**src/rtl/cpu_ctrl_pkg.sv**
```systemverilog
// Shared pipeline-control definitions for the 5-stage core: sequencer state
// encoding, architectural constants and opcodes shared with control_unit.
// Pure definitions; no logic, no latency, no flow control of its own.
package cpu_ctrl_pkg;

  // Multiplier sequencer state
  typedef enum logic {
    IDLE = 1'b0,
    BUSY = 1'b1
  } state_t;

  // x0 is hard-wired to zero, so a load targeting it never creates a hazard
  localparam logic [4:0]  REG_X0    = 5'd0;

  // addi x0, x0, 0 : what a flushed or bubbled stage carries
  localparam logic [31:0] NOP_INSTR = 32'h0000_0013;

  // LOAD major opcode, shared with control_unit's decoder
  localparam logic [6:0]  OPC_LOAD  = 7'b000_0011;

endpackage

```
**src/rtl/mul_latency_counter.sv**
```systemverilog
// Loadable down-counter timing how long a MUL still occupies EX.
// Latency: loads on the cycle after 'load'; zero flag is combinational from the count.
// Backpressure: none; decrements only when asked and holds at zero.
//
// Ports:
//   clk, rst  : core clock, synchronous active-high reset (count -> 0)
//   load      : preset the count to MUL_LATENCY-2 (cycles of stall after the first)
//   dec       : decrement by one (ignored at zero)
//   zero      : count is zero, i.e. the current cycle is the release cycle
module mul_latency_counter #(
  parameter int MUL_LATENCY = 3
) (
  input  logic clk,
  input  logic rst,
  input  logic load,
  input  logic dec,
  output logic zero
);

  // The first occupancy cycle is spent in IDLE and the last is the release
  // cycle, so BUSY only needs to count the MUL_LATENCY-2 stall cycles between.
  localparam logic [3:0] LOAD_VAL = (MUL_LATENCY > 1) ? 4'(MUL_LATENCY - 2) : 4'd0;

  logic [3:0] cnt;

  always_ff @(posedge clk) begin
    if (rst) begin
      cnt <= 4'd0;
    end else if (load) begin
      cnt <= LOAD_VAL;
    end else if (dec && (cnt != 4'd0)) begin
      cnt <= cnt - 4'd1;
    end
  end

  assign zero = (cnt == 4'd0);

endmodule

```
**src/rtl/mul_hazard_controller.sv**
```systemverilog
// Stall/bubble/flush sequencer for the 5-stage core with a multi-cycle MUL in EX.
// Latency: all controls are combinational from state, count and the ID/EX fields.
// Backpressure: holds PC/IF/ID (and ID/EX for MUL) while EX is occupied or a load-use hazard exists.
//
// Ports:
//   clk, rst                     : core clock, synchronous active-high reset
//   id_rs1/id_rs2, id_use_rs1/2  : source registers of the ID instruction and whether they are read
//   ex_rd, ex_mem_read           : destination and load flag of the EX instruction
//   ex_is_mul                    : valid MUL in EX
//   ex_flush_req                 : taken branch/jump resolved in EX
//   pc_write, if_id_write, id_ex_write      : register enables
//   if_id_flush, id_ex_bubble, ex_mem_bubble: NOP injection
//   mul_start, mul_busy          : multiplier start pulse / occupancy beyond first cycle
//   stall_cycles                 : saturating count of cycles with pc_write=0
module mul_hazard_controller
  import cpu_ctrl_pkg::*;
#(
  parameter int MUL_LATENCY = 3,
  parameter int CNT_W       = 32
) (
  input  logic             clk,
  input  logic             rst,
  input  logic [4:0]       id_rs1,
  input  logic [4:0]       id_rs2,
  input  logic             id_use_rs1,
  input  logic             id_use_rs2,
  input  logic [4:0]       ex_rd,
  input  logic             ex_mem_read,
  input  logic             ex_is_mul,
  input  logic             ex_flush_req,
  output logic             pc_write,
  output logic             if_id_write,
  output logic             if_id_flush,
  output logic             id_ex_write,
  output logic             id_ex_bubble,
  output logic             ex_mem_bubble,
  output logic             mul_start,
  output logic             mul_busy,
  output logic [CNT_W-1:0] stall_cycles
);

  // A single-cycle multiplier never needs to hold the pipeline
  localparam bit MULTI = (MUL_LATENCY > 1);

  state_t state, state_nxt;
  logic   cnt_zero;
  logic   cnt_load;
  logic   cnt_dec;
  logic   load_use;

  // Load in EX whose destination is read by the instruction in ID
  assign load_use = ex_mem_read && (ex_rd != REG_X0) &&
                    ((id_use_rs1 && (id_rs1 == ex_rd)) ||
                     (id_use_rs2 && (id_rs2 == ex_rd)));

  assign cnt_load = (state == IDLE) && ex_is_mul && MULTI;
  assign cnt_dec  = (state == BUSY) && !cnt_zero;

  mul_latency_counter #(
    .MUL_LATENCY(MUL_LATENCY)
  ) u_cnt (
    .clk  (clk),
    .rst  (rst),
    .load (cnt_load),
    .dec  (cnt_dec),
    .zero (cnt_zero)
  );

  // State register
  always_ff @(posedge clk) begin
    if (rst) begin
      state <= IDLE;
    end else begin
      state <= state_nxt;
    end
  end

  // Next state
  always_comb begin
    state_nxt = state;
    case (state)
      IDLE: if (ex_is_mul && MULTI) state_nxt = BUSY;
      BUSY: if (cnt_zero)           state_nxt = IDLE;
      default:                      state_nxt = IDLE;
    endcase
  end

  // Outputs. A MUL wins over a simultaneous flush (illegal pairing): the
  // flush is dropped. A flush suppresses the load-use check because the
  // ID instruction is being discarded anyway.
  always_comb begin
    pc_write      = 1'b1;
    if_id_write   = 1'b1;
    if_id_flush   = 1'b0;
    id_ex_write   = 1'b1;
    id_ex_bubble  = 1'b0;
    ex_mem_bubble = 1'b0;
    mul_start     = 1'b0;
    mul_busy      = 1'b0;
    if (!rst) begin
      case (state)
        IDLE: begin
          if (ex_is_mul) begin
            mul_start = 1'b1;
            if (MULTI) begin
              pc_write      = 1'b0;
              if_id_write   = 1'b0;
              id_ex_write   = 1'b0;
              ex_mem_bubble = 1'b1;
            end
          end else if (ex_flush_req) begin
            if_id_flush  = 1'b1;
            id_ex_bubble = 1'b1;
          end else if (load_use) begin
            // Hold ID, let the load move on to MEM, insert one bubble behind it
            pc_write     = 1'b0;
            if_id_write  = 1'b0;
            id_ex_bubble = 1'b1;
          end
        end
        BUSY: begin
          mul_busy = 1'b1;
          // On the release cycle (count zero) everything advances so the
          // product is captured by EX/MEM.
          if (!cnt_zero) begin
            pc_write      = 1'b0;
            if_id_write   = 1'b0;
            id_ex_write   = 1'b0;
            ex_mem_bubble = 1'b1;
          end
        end
        default: ;
      endcase
    end
  end

  // Saturating stall performance counter
  always_ff @(posedge clk) begin
    if (rst) begin
      stall_cycles <= '0;
    end else if (!pc_write && (stall_cycles != {CNT_W{1'b1}})) begin
      stall_cycles <= stall_cycles + CNT_W'(1);
    end
  end

endmodule

```
**config.mk**
```make
export PLATFORM = sky130hd
export DESIGN_NAME = mul_hazard_controller
export DESIGN_NICKNAME = d
export VERILOG_FILES = /design/src/rtl/cpu_ctrl_pkg.sv /design/src/rtl/mul_latency_counter.sv /design/src/rtl/mul_hazard_controller.sv
export SDC_FILE = /design/constraint.sdc
export NUM_CORES = 1
export LEC_CHECK = 0
export ABC_AREA = 1
export CAP_MARGIN = 30
export CORE_MARGIN = 1.5
export CORE_UTILIZATION = 30
export CTS_BUF_LIST = sky130_fd_sc_hd__clkbuf_16
export DETAILED_ROUTE_END_ITERATION = 12
export HOLD_SLACK_MARGIN = 0.06
export PLACE_DENSITY = 0.66
export SLEW_MARGIN = 30
export SYNTH_ARGS = -nofsm -noshare
export SYNTH_HDL_FRONTEND = slang
export SYNTH_SLANG_ARGS = --single-unit
```
**constraint.sdc**
```tcl
create_clock -name clk -period 1.9 [get_ports clk]
set_input_delay 0.38 -clock clk [delete_from_list [all_inputs] [get_ports clk]]
set_output_delay 0.38 -clock clk [all_outputs]
set_load 0.05 [all_outputs]
```
Word-level counts from Yosys, hierarchy flattened --
Index checks and enable logic that the tools add are counted.
Storage, ports and cells: flip-flop bits (word level) 37, bits of input ports 22, output and inout bits 40, word-level logic and storage cells 54
Operators by class: $add $sub $neg 2, equality and inequality tests 3, mux-type cells 28, bitwise logic cells 1, reductions and logical operators 16
Operators with widths (number):
- adder 32 x 1 -> 32 bit, second input constant | 1
- != test 32 bit, second input constant | 1
- two-way mux 1 bit | 25
- == test 5 bit | 2
- logical AND 1 bit | 8
- one-hot mux 1 bit (2 select lines) | 3
- nonzero test 5 bit | 1
- zero test 4 bit | 1
- nonzero test 4 bit | 1
- subtractor 4 x 1 -> 4 bit, second input constant | 1
- zero test 1 bit | 2
- nonzero test 2 bit | 1
- OR reduction 2 bit | 1
- logical OR 1 bit | 1
- NOT 1 bit | 1

Depth between registers and ports, before layout --
depth in word-level cells 11, gate-level depth with buffers 12, gate-level depth less buffers 12

Modules after synthesis --
Synthesis repeated with hierarchy kept, for this count alone.
Second synthesis, totals: cell total of the unflattened synthesis 454, area total of the unflattened synthesis 2658.8 um^2
Modules (own cells, without submodules):
- mul_hazard_controller | times used 1, cells an instance 419, area an instance 2417.3 um^2, sequential area each 660.6 um^2
- mul_latency_counter | times used 1, cells an instance 35, area an instance 241.5 um^2, sequential area each 80.1 um^2

Worst setup path before layout --
No wires, ideal clock.
kind register to output, start register u_cnt.cnt[0], end output port pc_write, arrival 2.902 ns, required time 1.520 ns, setup slack -1.382 ns, cell stages (with the launch flop) 11, path buffers 2, cell sequence dfxtp_1 inv_1 ha_1 nand4_1 nand2_1 nor2_1 inv_1 nand2_2 buf_2 inv_1 buf_4
On the way: longest elaborated chain between the ends 4
RTL lines:
- start, declared | line mul_latency_counter.sv:24 | logic [3:0] cnt;
- start signal, assigned | line mul_latency_counter.sv:32 | cnt <= cnt - 4'd1;
- zero test 4 bit | line mul_latency_counter.sv:36 | assign zero = (cnt == 4'd0);
- two-way mux 1 bit
- one-hot mux 1 bit (2 select lines)
- two-way mux 1 bit
- end, declared | line mul_hazard_controller.sv:31 | output logic pc_write,
Every way passes these cells.

Worst setup path in the final report --
start register u_cnt.cnt[1], end output port if_id_write
On the way: longest elaborated chain between the ends 4
RTL lines:
- zero test 4 bit | line mul_latency_counter.sv:36
- two-way mux 1 bit | line mul_hazard_controller.sv:125 | if (!cnt_zero) begin
- one-hot mux 1 bit (2 select lines) | line mul_hazard_controller.sv:101 | case (state)
- two-way mux 1 bit | line mul_hazard_controller.sv:100 | if (!rst) begin
- end, declared | line mul_hazard_controller.sv:32 | output logic if_id_write,
Every way passes these cells.

==> impl_table.tex <==
\begin{tabular}{lr}
\hline
Metric & Value \\
\hline
\multicolumn{2}{l}{\textbf{Outcome}} \\
\quad Result of the run & finished, violations left \\
\quad Failing checks & negative setup slack \\
\multicolumn{2}{l}{\textbf{Power}} \\
\quad Combinational fraction of design power & 19.7\% \\
\quad Sequential power share & 34.9\% \\
\quad Internal power summed over all cells & 1.68 mW \\
\quad Power consumption & 2.29 mW \\
\quad Power spent charging and discharging nets & 0.606 mW \\
\quad Static Leakage & 1.83 nW \\
\quad Clock group share of total power & 45.4\% \\
\quad Worst ir drop on vdd & 356 uV \\
\quad Power per Cell Area & 563 mW/mm\^{}2 \\
\quad Fraction of power spent switching nets & 26.5\% \\
\multicolumn{2}{l}{\textbf{Floorplanning}} \\
\quad Starting density of the core & 31.6\% \\
\quad Core area & 0.00834 mm\^{}2 \\
\quad Floorplan die height & 96.7 um \\
\quad Total I/O pin count & 62 \\
\quad Number of standard-cell rows in the floorplan & 33 \\
\quad Area enclosed by the die boundary & 0.00935 mm\^{}2 \\
\quad Die Width & 96.7 um \\
\multicolumn{2}{l}{\textbf{Logic synthesis}} \\
\quad Post-synthesis instance total & 443 \\
\quad Share of the synthesized area in the top cell type & 28.1\% \\
\quad Leading post-synthesis cells by instance count & sky130\_fd\_sc\_hd\_\_nand2\_1 (145), sky130\_fd\_sc\_hd\_\_nor2\_1 (53), sky130\_fd\_sc\_hd\_\_inv\_1 (52) \\
\quad Mux cell area share after synthesis & 0\% \\
\quad Number of synthesized flops with an enable pin & 0 \\
\quad Post-synthesis xor/xnor area fraction & 5.65\% \\
\quad Area fraction in compound gates after synthesis & 7.41\% \\
\quad Number of warnings reported in the yosys synthesis log & 0 \\
\quad Share of async-settable or async-resettable flops after synthesis & 0\% \\
\quad Post-synth top area cell & sky130\_fd\_sc\_hd\_\_dfxtp\_1 \\
\quad Fraction of the mapped netlist area in simple logic gates & 47.2\% \\
\quad Summed instance area of the synthesized netlist & 0.00263 mm\^{}2 \\
\quad Count leader, synth & sky130\_fd\_sc\_hd\_\_nand2\_1 \\
\quad Library cells used by synthesis & 26 \\
\quad FF+latch count, synth & 37 \\
\quad Post-Synthesis Mean Instance Area & 5.95 um\^{}2 \\
\quad Area share of fa/ha/maj cells after synthesis & 0.950\% \\
\quad Top FF cell, synth & sky130\_fd\_sc\_hd\_\_dfxtp\_1 \\
\quad Largest family of logic cells by synthesized area & simple AND/OR/NAND/NOR gates \\
\quad Main area contributors after synthesis & sky130\_fd\_sc\_hd\_\_dfxtp\_1 (28\%), sky130\_fd\_sc\_hd\_\_nand2\_1 (21\%), sky130\_fd\_sc\_hd\_\_nand3\_1 (8.7\%), sky130\_fd\_sc\_hd\_\_nor2\_1 (7.6\%), sky130\_fd\_sc\_hd\_\_inv\_1 (7.4\%) \\
\quad Nets in the synthesized netlist & 467 \\
\quad Sequential area share after synthesis & 28.1\% \\
\multicolumn{2}{l}{\textbf{STA}} \\
\quad Maximum clock skew at final layout & 0.00579 ns \\
\quad Total Neg Setup Slack & -0.399 ns \\
\quad Total of endpoints with negative setup slack in the final report & 3 \\
\quad Post-Route Hold Slack & 0.496 ns \\
\quad Worst-margin pin slew & 0.556 ns \\
\quad Fin. max-slew vios & 0 \\
\quad Final-report hold violation count & 0 \\
\quad Unrepaired setup endpoints after global routing & yes \\
\quad Min Tclk post-route & 2.03 ns \\
\quad Setup slack of the critical path after layout & -0.133 ns \\
\quad Fraction of the cycle the final worst path needs & 107\% \\
\quad Headroom to the max-slew limit & 62.6\% \\
\quad Peak Freq & 0.492 GHz \\
\multicolumn{2}{l}{\textbf{Place}} \\
\quad Placed cell count & 633 \\
\quad Placed cell areas & 0.00365 mm\^{}2 \\
\quad Post-detailed-placement half-perimeter wirelength & 6610 um \\
\quad Number of I/O port buffers & 61 \\
\quad Routability-driven placement congestion ratio & 0.980 \\
\quad Pre-CTS WS & -0.390 ns \\
\multicolumn{2}{l}{\textbf{Global routing}} \\
\quad Maximum number of pins on one net before global-route repair & 33 \\
\quad Sum of overflow across all layers after global routing & 0 \\
\quad Antenna violations before repair & 0 \\
\quad Global-route usage over all layers & 18.7\% \\
\quad Global-route wire length before repair & 14,400 um \\
\quad Via count of the first global-routing pass & 2,967 \\
\multicolumn{2}{l}{\textbf{Worst setup path}} \\
\quad Combined buffer and inverter count along the critical path & 4 \\
\quad Data arrival at the endpoint of the critical path & 1.65 ns \\
\quad End of the worst register-to-register path & stall\_cycles[10]\$\_SDFFE\_PP0P\_ \\
\quad Critical path endpoint category & output pin \\
\quad Worst setup path startpoint & u\_cnt.cnt[1]\$\_SDFFE\_PP0P\_ \\
\quad Critical Setup Path Class & flop to output pin \\
\quad Cell family with the largest share of critical-path delay & buffers and inverters \\
\quad Cell repeated most along the worst path & sky130\_fd\_sc\_hd\_\_clkinvlp\_4 \\
\quad Critical path data required time & 1.52 ns \\
\quad Worst path max stage delay & 0.33 ns \\
\quad Register-to-register setup slack & 0.06 ns \\
\quad Max stage delay cell, worst path & sky130\_fd\_sc\_hd\_\_dfxtp\_2 \\
\quad Critical path depth & 9 \\
\quad Reg2reg start & stall\_cycles[1]\$\_SDFFE\_PP0P\_ \\
\quad Capturing instance or port of the critical path & if\_id\_write \\
\quad Ordered cell list for the critical path & inv\_2 -> ha\_4 -> nand4\_1 -> nand2\_2 -> nor2\_4 -> clkinvlp\_4 -> nand2\_4 -> clkinvlp\_4 -> buf\_12 \\
\quad Worst Path Max Fanout & 2 \\
\quad R2r worst-path depth & 10 \\
\quad Critical path launch point type & flop \\
\multicolumn{2}{l}{\textbf{Clock tree}} \\
\quad CTS tree & built \\
\quad TritonCTS Buffers & 5 \\
\quad Register clock-pin slew on the reported worst setup and hold paths & 0.06 ns \\
\quad Clock tree buffer depth & 2 \\
\quad H-Tree Depth & 2 \\
\quad Clock latency at the later pin of the worst-skew pair & 0.29 ns \\
\quad Number of clock sinks & 37 \\
\quad Clock Tree Root & sky130\_fd\_sc\_hd\_\_clkbuf\_16 \\
\multicolumn{2}{l}{\textbf{Route}} \\
\quad Via count & 3,196 \\
\quad Wire length after detailed routing & 9080 um \\
\quad Vias per std cell & 4.87 \\
\quad Number of detailed-routing iterations run before antenna repair & 4 \\
\quad First DRT Iteration DRCs & 237 \\
\quad Post-DRT Antenna Nets & 0 \\
\quad Routed length per instance & 13.8 um \\
\quad DRC viols & 0 \\
\multicolumn{2}{l}{\textbf{Final layout}} \\
\quad Final standard cell utilization of the core & 48.7\% \\
\quad Fill count & 858 \\
\quad Fraction of final layout cells sized beyond drive strength 1 & 27.0\% \\
\quad Antenna cell count & 0 \\
\quad Final Non-Filler Cells & 656 \\
\quad Area growth from synthesis to final layout & 54.2\% \\
\quad Number of nets in the finished design & 574 \\
\quad Non-Filler Cell Area, Final & 0.00406 mm\^{}2 \\
\multicolumn{2}{l}{\textbf{Job}} \\
\quad Max-capacitance violation count & 0 \\
\multicolumn{2}{l}{\textbf{Min path}} \\
\quad Class of the most critical hold timing path & flop to flop \\
\hline
\end{tabular}
[timing repair]
item                       4_1_cts  5_1_grt
cloned                           0        3
buffers inserted                 6        7
hold buffers                     0        0
setup endpoints to repair       37       38
gates resized for setup         40       42
pin swaps                       18       19
[sequential cells by signal, indices dropped and copies added (netlist names)]
register      cells
state             1
stall_cycles     32
u_cnt.cnt         4
[power by group through the flow]
| stage | Sequential [mW] | Clock, mW | Combinational [mW] |
|---|---|---|---|
| 6_report | 0.799 | 1.04 | 0.450 |
| 3_5_place_dp | 0.816 | 0 | 0.399 |
| 2_1_floorplan | 0.825 | 0 | 0.212 |
| 3_3_place_gp | 0.815 | 0 | 0.392 |
| 5_1_grt | 0.800 | 1.09 | 0.485 |
| 4_1_cts | 0.800 | 1.05 | 0.415 |
[layout make-up]
class	count	area [um^2]	area share [%]
flip-flops and latches	37	756	18.6
repair buffers	112	1030	25.4
clock inverters	2	35.0	0.863
inverters	52	203	4.99
clock buffers	6	150	3.70
multi-input cells	342	1750	43.2
well taps	105	131	3.24
[cell usage in the layout, fill, tap and decap left out, types with 2 or more instances in the layout]
master                            count
sky130_fd_sc_hd__nand2_1            142
sky130_fd_sc_hd__buf_4               72
sky130_fd_sc_hd__nor2_1              52
sky130_fd_sc_hd__nand3_1             44
sky130_fd_sc_hd__inv_1               43
sky130_fd_sc_hd__a21oi_1             33
sky130_fd_sc_hd__dfxtp_1             29
sky130_fd_sc_hd__xor2_1              12
sky130_fd_sc_hd__buf_12              11
sky130_fd_sc_hd__nor3_1               9
sky130_fd_sc_hd__nand4_1              8
sky130_fd_sc_hd__nand3b_1             8
sky130_fd_sc_hd__inv_2                7
sky130_fd_sc_hd__clkbuf_16            7
sky130_fd_sc_hd__clkdlybuf4s15_1      7
sky130_fd_sc_hd__buf_6                7
sky130_fd_sc_hd__nor3_2               6
sky130_fd_sc_hd__dfxtp_2              6
sky130_fd_sc_hd__xnor2_1              5
sky130_fd_sc_hd__clkbuf_2             5
sky130_fd_sc_hd__dlygate4sd2_1        4
sky130_fd_sc_hd__nand2_2              3
sky130_fd_sc_hd__nand2_4              3
sky130_fd_sc_hd__buf_2                3
sky130_fd_sc_hd__nand3_2              2
sky130_fd_sc_hd__nor2_4               2
sky130_fd_sc_hd__clkinvlp_4           2
sky130_fd_sc_hd__nand2_8              2
sky130_fd_sc_hd__ha_4                 2
sky130_fd_sc_hd__dfxtp_4              2
[worst min path at each step]
stage,start,slack [ns],cells after the start,endpoint
after global routing,u_cnt.cnt[1]$_SDFFE_PP0P_,0.51,2,u_cnt.cnt[1]$_SDFFE_PP0P_
after floorplan,u_cnt.cnt[0]$_SDFFE_PP0P_,0.47,2,u_cnt.cnt[0]$_SDFFE_PP0P_
after detailed placement,u_cnt.cnt[1]$_SDFFE_PP0P_,0.49,2,u_cnt.cnt[1]$_SDFFE_PP0P_
after global placement,u_cnt.cnt[1]$_SDFFE_PP0P_,0.49,2,u_cnt.cnt[1]$_SDFFE_PP0P_
after CTS,u_cnt.cnt[1]$_SDFFE_PP0P_,0.50,2,u_cnt.cnt[1]$_SDFFE_PP0P_
final,u_cnt.cnt[1]$_SDFFE_PP0P_,0.50,2,u_cnt.cnt[1]$_SDFFE_PP0P_
[layer usage]
layer / global-route usage, % / vias up / share of wire [%]
li1: - / 1628 / -
met1: 25.1 / 1450 / 45
met2: 29.7 / 105 / 46
met3: 3.32 / 13 / 6.9
met4: 7.02 / 0 / 2.2
met5: 0 / - / 0
[worst register-to-register path: stages, from the launching register on]
cell,delay [ns]
sky130_fd_sc_hd__dfxtp_4,0.37
sky130_fd_sc_hd__ha_4,0.15
sky130_fd_sc_hd__nand2_4,0.07
sky130_fd_sc_hd__nor2_4,0.12
sky130_fd_sc_hd__nand4_2,0.10
sky130_fd_sc_hd__nor2_2,0.17
sky130_fd_sc_hd__nand4_4,0.21
sky130_fd_sc_hd__buf_6,0.20
sky130_fd_sc_hd__clkbuf_16,0.16
sky130_fd_sc_hd__nand3_1,0.10
sky130_fd_sc_hd__a21oi_1,0.07
[logic make-up (layout without fill, tap and decap cells)]
kind of cell | after synthesis | after routing
buffers and inverters | 66 | 172
adder cells (fa/ha/maj) | 2 | 2
XOR/XNOR | 17 | 17
flip-flops | 37 | 37
AO/OA/AOI/OAI | 38 | 38
AND/OR/NAND/NOR | 283 | 285
(Power assumes the default switching activity.)
